--- src/rtl/hazard_unit_mc.sv ---
// Pipeline hazard unit: forwarding, load-use/branch interlocks, multi-cycle multiplier FSM, D-cache miss freeze.
// Optional macro HAZARD_STATS_EN adds a saturating stallcnt output counting stallF cycles.
module hazard_unit_mc #(
    parameter int unsigned REGW       = 5,
    parameter int unsigned MUL_LAT    = 32,
    parameter logic [3:0]  LOAD_WBSRC = 4'b1111
) (
    input  logic            clk,
    input  logic            reset_n,
    input  logic [1:0]      branchD,
    input  logic [3:0]      wbsrcE,
    input  logic [3:0]      wbsrcM,
    input  logic            regwriteE,
    input  logic            regwriteM,
    input  logic            regwriteW,
    input  logic            memopM,
    input  logic            hitM,
    input  logic            multstartE,
    input  logic [REGW-1:0] rsD,
    input  logic [REGW-1:0] rtD,
    input  logic [REGW-1:0] rsE,
    input  logic [REGW-1:0] rtE,
    input  logic [REGW-1:0] writeregE,
    input  logic [REGW-1:0] writeregM,
    input  logic [REGW-1:0] writeregW,
    output logic            stallF,
    output logic            stallD,
    output logic            stallE,
    output logic            stallM,
    output logic            flushE,
    output logic            flushM,
    output logic            flushW,
    output logic            forwardAD,
    output logic            forwardBD,
    output logic [1:0]      forwardAE,
    output logic [1:0]      forwardBE,
    output logic            mulbusy
`ifdef HAZARD_STATS_EN
    ,
    output logic [15:0]     stallcnt
`endif
);

    localparam int unsigned CNTW = $clog2(MUL_LAT);

    localparam logic [0:0] IDLE     = 1'b0;
    localparam logic [0:0] MUL_BUSY = 1'b1;

    logic [0:0]      state;
    logic [0:0]      stateNext;
    logic [CNTW-1:0] cnt;
    logic [CNTW-1:0] cntNext;
    logic            mulStall;
    logic            lu;
    logic            br;
    logic            ms;
    logic            srcMatchE;
    logic            srcMatchM;

    // Hazard detection terms; register 0 is never a real dependency.
    always_comb begin
        srcMatchE = (writeregE != '0) && ((writeregE == rsD) || (writeregE == rtD));
        srcMatchM = (writeregM != '0) && ((writeregM == rsD) || (writeregM == rtD));
        lu        = (wbsrcE == LOAD_WBSRC) && regwriteE && srcMatchE;
        br        = (branchD != 2'b00) &&
                    ((regwriteE && srcMatchE) || ((wbsrcM == LOAD_WBSRC) && srcMatchM));
        ms        = memopM && !hitM;
    end

    // Multiplier FSM state register
    always_ff @(posedge clk or negedge reset_n) begin
        if (!reset_n) begin
            state <= IDLE;
            cnt   <= '0;
        end else begin
            state <= stateNext;
            cnt   <= cntNext;
        end
    end

    // Stall is raised on the start cycle plus MUL_LAT-1 busy cycles; the count runs even under a miss.
    always_comb begin
        stateNext = state;
        cntNext   = cnt;
        mulStall  = 1'b0;
        case (state)
            IDLE: begin
                if (multstartE) begin
                    mulStall  = 1'b1;
                    stateNext = MUL_BUSY;
                    cntNext   = CNTW'(MUL_LAT - 1);
                end
            end
            MUL_BUSY: begin
                if (cnt != '0) begin
                    mulStall = 1'b1;
                    cntNext  = cnt - CNTW'(1);
                end else if (!ms) begin
                    stateNext = IDLE;
                end
            end
            default: begin
                stateNext = IDLE;
                cntNext   = '0;
            end
        endcase
    end

    // Output combination; everything is forced low while reset is asserted.
    always_comb begin
        stallF    = 1'b0;
        stallD    = 1'b0;
        stallE    = 1'b0;
        stallM    = 1'b0;
        flushE    = 1'b0;
        flushM    = 1'b0;
        flushW    = 1'b0;
        forwardAD = 1'b0;
        forwardBD = 1'b0;
        forwardAE = 2'b00;
        forwardBE = 2'b00;
        mulbusy   = 1'b0;
        if (reset_n) begin
            stallF  = lu || br || ms || mulStall;
            stallD  = lu || br || ms || mulStall;
            stallE  = ms || mulStall;
            stallM  = ms;
            flushE  = (lu || br) && !stallE;
            flushM  = mulStall && !stallM;
            flushW  = ms;
            mulbusy = (state == MUL_BUSY);

            forwardAD = (rsD != '0) && regwriteM && (rsD == writeregM);
            forwardBD = (rtD != '0) && regwriteM && (rtD == writeregM);

            if ((rsE != '0) && regwriteM && (rsE == writeregM))      forwardAE = 2'b10;
            else if ((rsE != '0) && regwriteW && (rsE == writeregW)) forwardAE = 2'b01;

            if ((rtE != '0) && regwriteM && (rtE == writeregM))      forwardBE = 2'b10;
            else if ((rtE != '0) && regwriteW && (rtE == writeregW)) forwardBE = 2'b01;
        end
    end

`ifdef HAZARD_STATS_EN
    // Saturating count of fetch-stall cycles
    always_ff @(posedge clk or negedge reset_n) begin
        if (!reset_n) begin
            stallcnt <= '0;
        end else if (stallF && (stallcnt != 16'hFFFF)) begin
            stallcnt <= stallcnt + 16'd1;
        end
    end
`endif

endmodule

--- config.mk ---
export PLATFORM = sky130hd
export DESIGN_NAME = hazard_unit_mc
export DESIGN_NICKNAME = d
export VERILOG_FILES = /design/src/rtl/hazard_unit_mc.sv
export SDC_FILE = /design/constraint.sdc
export NUM_CORES = 1
export LEC_CHECK = 0
export ABC_AREA = 1
export CORE_UTILIZATION = 35
export DETAILED_ROUTE_END_ITERATION = 12
export PLACE_DENSITY = 0.86
export SYNTH_ARGS = -nofsm -noshare
export SYNTH_HDL_FRONTEND = slang
export SYNTH_SLANG_ARGS = --single-unit
--- constraint.sdc ---
create_clock -name clk -period 1.2 [get_ports clk]
set_input_delay 0.18 -clock clk [delete_from_list [all_inputs] [get_ports clk]]
set_output_delay 0.18 -clock clk [all_outputs]
set_load 0.02 [all_outputs]
* Word-level counts from Yosys, hierarchy flattened *
Index checks and enable logic that the tools add are counted.
W data, S select, Z words.

word-level totals
  bits in registers = 6
  logic and storage cells = 82
  output and inout port bits = 14

cells by class
  $add $sub $neg = 1
  bitwise logic cells = 1
  muxes and demuxes = 23
  eq/ne operators = 14
  reductions and logical operators = 41

operator list
  kind                   number
  $eq A5 B5 Y1           10
  $reduce_bool A5 Y1     7
  $logic_and A1 B1 Y1    22
  $mux W1                14
  $mux W5                2
  $pmux W5 S2            1
  $eq A4 B4 Y1 const B   2
  $mux W2                4
  $logic_or A1 B1 Y1     7
  $sub A5 B1 Y5 const B  1
  $pmux W1 S2            2
  $logic_not A1 Y1       3
  $ne A2 B1 Y1 const B   1
  $ne A2 B2 Y1 const B   1
  $reduce_and A2 Y1      1
  $reduce_bool A2 Y1     1
  $not A1 Y1             1

* Logic depth before layout (Yosys ltp) *
  word-level depth = 10
  gate-level depth with buffers = 12
  mapped depth without buffers = 10

* Worst setup path before layout *
OpenSTA, ideal clock, no wires.

  path type = reg2out
  from = register cnt[0]
  to = output stallF
  data required time = 1.020 ns
  cell stages (with the launch flop) = 9
  setup slack = -0.353 ns
  data arrival time = 1.373 ns
  cell sequence = dfrtp_1 -> inv_1 -> ha_1 -> a31oi_2 -> nor2_4 -> nand2_1 -> nand2_1 -> nand2_1 -> buf_4

on the way
  cells in the longest elaborated chain, start to end = 5

RTL lines
  element                   RTL line  source
  start: declaration        51        logic [CNTW-1:0] cnt;
  start signal: assignment  77        cnt <= cntNext;
  $reduce_bool A5 Y1        95        if (cnt != '0) begin
  $mux W1                   95
  $pmux W1 S2               86        case (state)
  $logic_or A1 B1 Y1        -
  $mux W1                   -
  end: declaration          26        output logic stallF,

Every way passes these cells.

* Worst setup path in the final report *
  from = register cnt[0]
  to = output stallD

on the way
  cells in the longest elaborated chain, start to end = 5

RTL lines
  element             RTL line  source
  $reduce_bool A5 Y1  95
  $mux W1             95
  $pmux W1 S2         86
  $logic_or A1 B1 Y1  125       stallD = lu || br || ms || mulStall;
  $mux W1             123       if (reset_n) begin
  end: declaration    27        output logic stallD,

Every way passes these cells.

==> impl_metrics.ini <==
[clock_network]
clockBufferDepth = 2
clockRootBuffer = clkbuf_4
clkLatencyLatePin_ps = 250
cts_made_buffers = 3
cts_tree = yes
clkTransAtPathRegs_ps = 40
clock-sinks = 6
ctsHtreeMaxLevel = 1

[cells_and_area]
layout.nets = 389
area_growth_pct = 115.5
final_util_pct = 80.89
antenna-diode-count = 0
instances_no_fill = 376
layout-drive-gt1-share_pct = 50.30

[grt]
grt_usage_pct = 26.43
gr-total-overflow = 0
grt_pass1_vias = 1690
grt_antenna_before_repair = 0
grt_pass1_wl_um = 7155
grt_max_degree = 8

[timing]
whs_ps = 95.94
min_period_ps = 1628
relSlewSlack_pct = 81.44
rsz0062_at_grt = true
post-route-period-util_pct = 135.7
worst_slew_pin_slew_ps = 276.3
drv_slew = 0
skew_ps = 5.890
final-hold-violation-count = 0
setup_viol = 16
fin_ws_ps = -428.1
fin_tns_setup_ps = -3134
max_freq_ghz = 0.6142

[floorplan]
row_count = 20
io-pin-count = 67
initial_core_util_pct = 37.54
design.die.area_um2 = 3563
die_height_um = 59.69
core_region_area_um2 = 3103
die_w_um = 59.69

[critical_path]
path_class = reg2out
cp_max_fo = 3
crit_path_start_kind = flip-flop
required_ps = 1020
end_kind = output pin
crit_start = cnt[0]
reg2reg_from = cnt[0]
cp_data_arrival_time_ps = 1450

[route]
ant_nets = 0
totalWireLength_um = 4847
via_per_inst = 4.875
via_count = 1833
firstDrtPassIters = 4
drc_errors = 0
drt-initial-drc-count = 148
avgRoutedWirePerCell_um = 12.89

[power_and_ir_drop]
p_switching_mw = 1.151
swShare_pct = 44.40
ir_drop_v = 0.001112
comb_power_share_pct = 77.5
pwr-share-clk_pct = 7.6
powerDensity_nw_per_um2 = 1033
p_leak_nw = 1.298
seqPwrFrac_pct = 14.8
power.internal_mw = 1.441

[yosys]
netlist_top_cells_area = nand2_1 (25%), dfrtp_1 (13%), inv_1 (10%), nor2_1 (9.7%), nor3_1 (5.2%)
ys_seq_area_share_pct = 12.89
synth_enable_flop_cells = 0
synth_area_per_cell_um2 = 5.224
synth_largest_area_cell = nand2_1
synth_area_um2 = 1165
synthCells = 223
synth_warnings = 0
synth_cell_type_count = 27
synth_nets = 278
ys_dominant_reg_cell = dfrtp_1
synth_top_area_share_pct = 25.13
ys_seq_elements = 6
async_flop_share_pct = 100.0

[placed_design]
hpwl_um = 3413
placedCellCount = 362
port_buffers = 66
gp_congestion = 0.9083
dp_worst_setup_slack_ps = -1096

[run]
drv_cap = 0

[min_path]
hp-class = in2async

[status]
violations = negative setup slack
status = finished with violations
[critical path, cell delays in order (launching register included)]
cell     delay [ps]
dfrtp_1         390
inv_2            80
ha_4            140
a31oi_4         100
nor2_4          130
nand2_2         100
nand2_4          80
nand2_4          50
buf_6           120
[cell type report]
cell class / count / area [um2]
inverter: 39 / 171.4
multi-input combinational: 175 / 1120
tap: 44 / 55.05
sequential: 6 / 150.1
clock buffer: 3 / 22.52
fill: 231 / 593.1
timing repair buffer: 109 / 991.0
[placed cells by master (no fill, tap or decap), drive strengths merged]
cell | netlist | routed
nor3 | 13 | 13
xnor2 | 6 | 6
dlygate4sd2 | 0 | 8
dfrtp | 6 | 6
xor2 | 6 | 6
buf | 3 | 87
clkbuf | 0 | 4
and2 | 1 | 1
dlymetal6s2s | 0 | 1
o21ai | 11 | 11
nand3 | 10 | 10
inv | 39 | 39
o211a | 1 | 1
a311oi | 2 | 2
nand2 | 79 | 79
o21bai | 1 | 1
nor2 | 32 | 32
o22ai | 3 | 3
a31oi | 3 | 3
clkdlybuf4s50 | 0 | 12
nand4 | 3 | 3
ha | 2 | 2
a21oi | 2 | 2
[power groups by stage]
stage                     combinational [mW]  sequential [mW]  clock, mW
final                                   2.01            0.385      0.197
after global routing                    2.19            0.398      0.220
after CTS                               1.82            0.379      0.197
after detailed placement                1.67            0.384          0
after global placement                  1.61            0.382          0
after floorplan                        0.900            0.384          0
[cell families (layout without fill, tap and decap cells)]
group | Yosys count | in the layout | synth area share (%)
buffers and inverters | 42 | 151 | 14.28
AND/OR/NAND/NOR | 138 | 138 | 49.30
adder cells (fa/ha/maj) | 2 | 2 | 2.148
AO/OA/AOI/OAI | 23 | 23 | 12.35
XOR/XNOR | 12 | 12 | 9.022
flip-flops | 6 | 6 | 12.89
[path summary, 6_finish.rpt]
check	slack, ps	end	depth (start not counted)
max	-430	stallD	8
min	100	cnt[1]	4
max reg2reg	-170	cnt[2]	10
min reg2reg	600	cnt[3]	3
max in group asynchronous	980	cnt[0]	4
min in group clk	430	state	4
[routing by layer]
metal  track usage (%)  part of all wire (%)
met1             31.44                    40
met4             8.970                   1.6
met5                 0                     0
met3             2.814                   5.2
met2             48.73                    53
[synth_stat cells, types with 2 or more instances]
cell type / count
nand2_1: 78
inv_1: 31
nor2_1: 30
nor3_1: 12
nand3_1: 10
inv_2: 8
o21ai_0: 7
dfrtp_1: 6
xnor2_1: 6
xor2_1: 6
o21ai_1: 4
nand4_1: 3
o22ai_1: 3
a21oi_1: 2
a311oi_1: 2
a31oi_1: 2
buf_4: 2
ha_1: 2
[metrics by stage]
stage / power (mW) / instance area, um2
after floorplan: 1.285 / 1230
after global placement: 1.994 / 2162
after detailed placement: 2.052 / 2162
after CTS: 2.401 / 2345
after global routing: 2.807 / 2510
final: 2.592 / 2510
[repair_timing]
item,CTS,global route
hold buffers,1,0
gates resized for setup,288,43
setup buffers,11,3
endpoints found under the hold margin,6,0
endpoints found under the setup margin,20,20
pin swaps,52,28
[registers in the layout, summed over array words and instances (netlist names)]
name and flops:
cnt 5, state 1
Power figures use the tool's default switching activity.
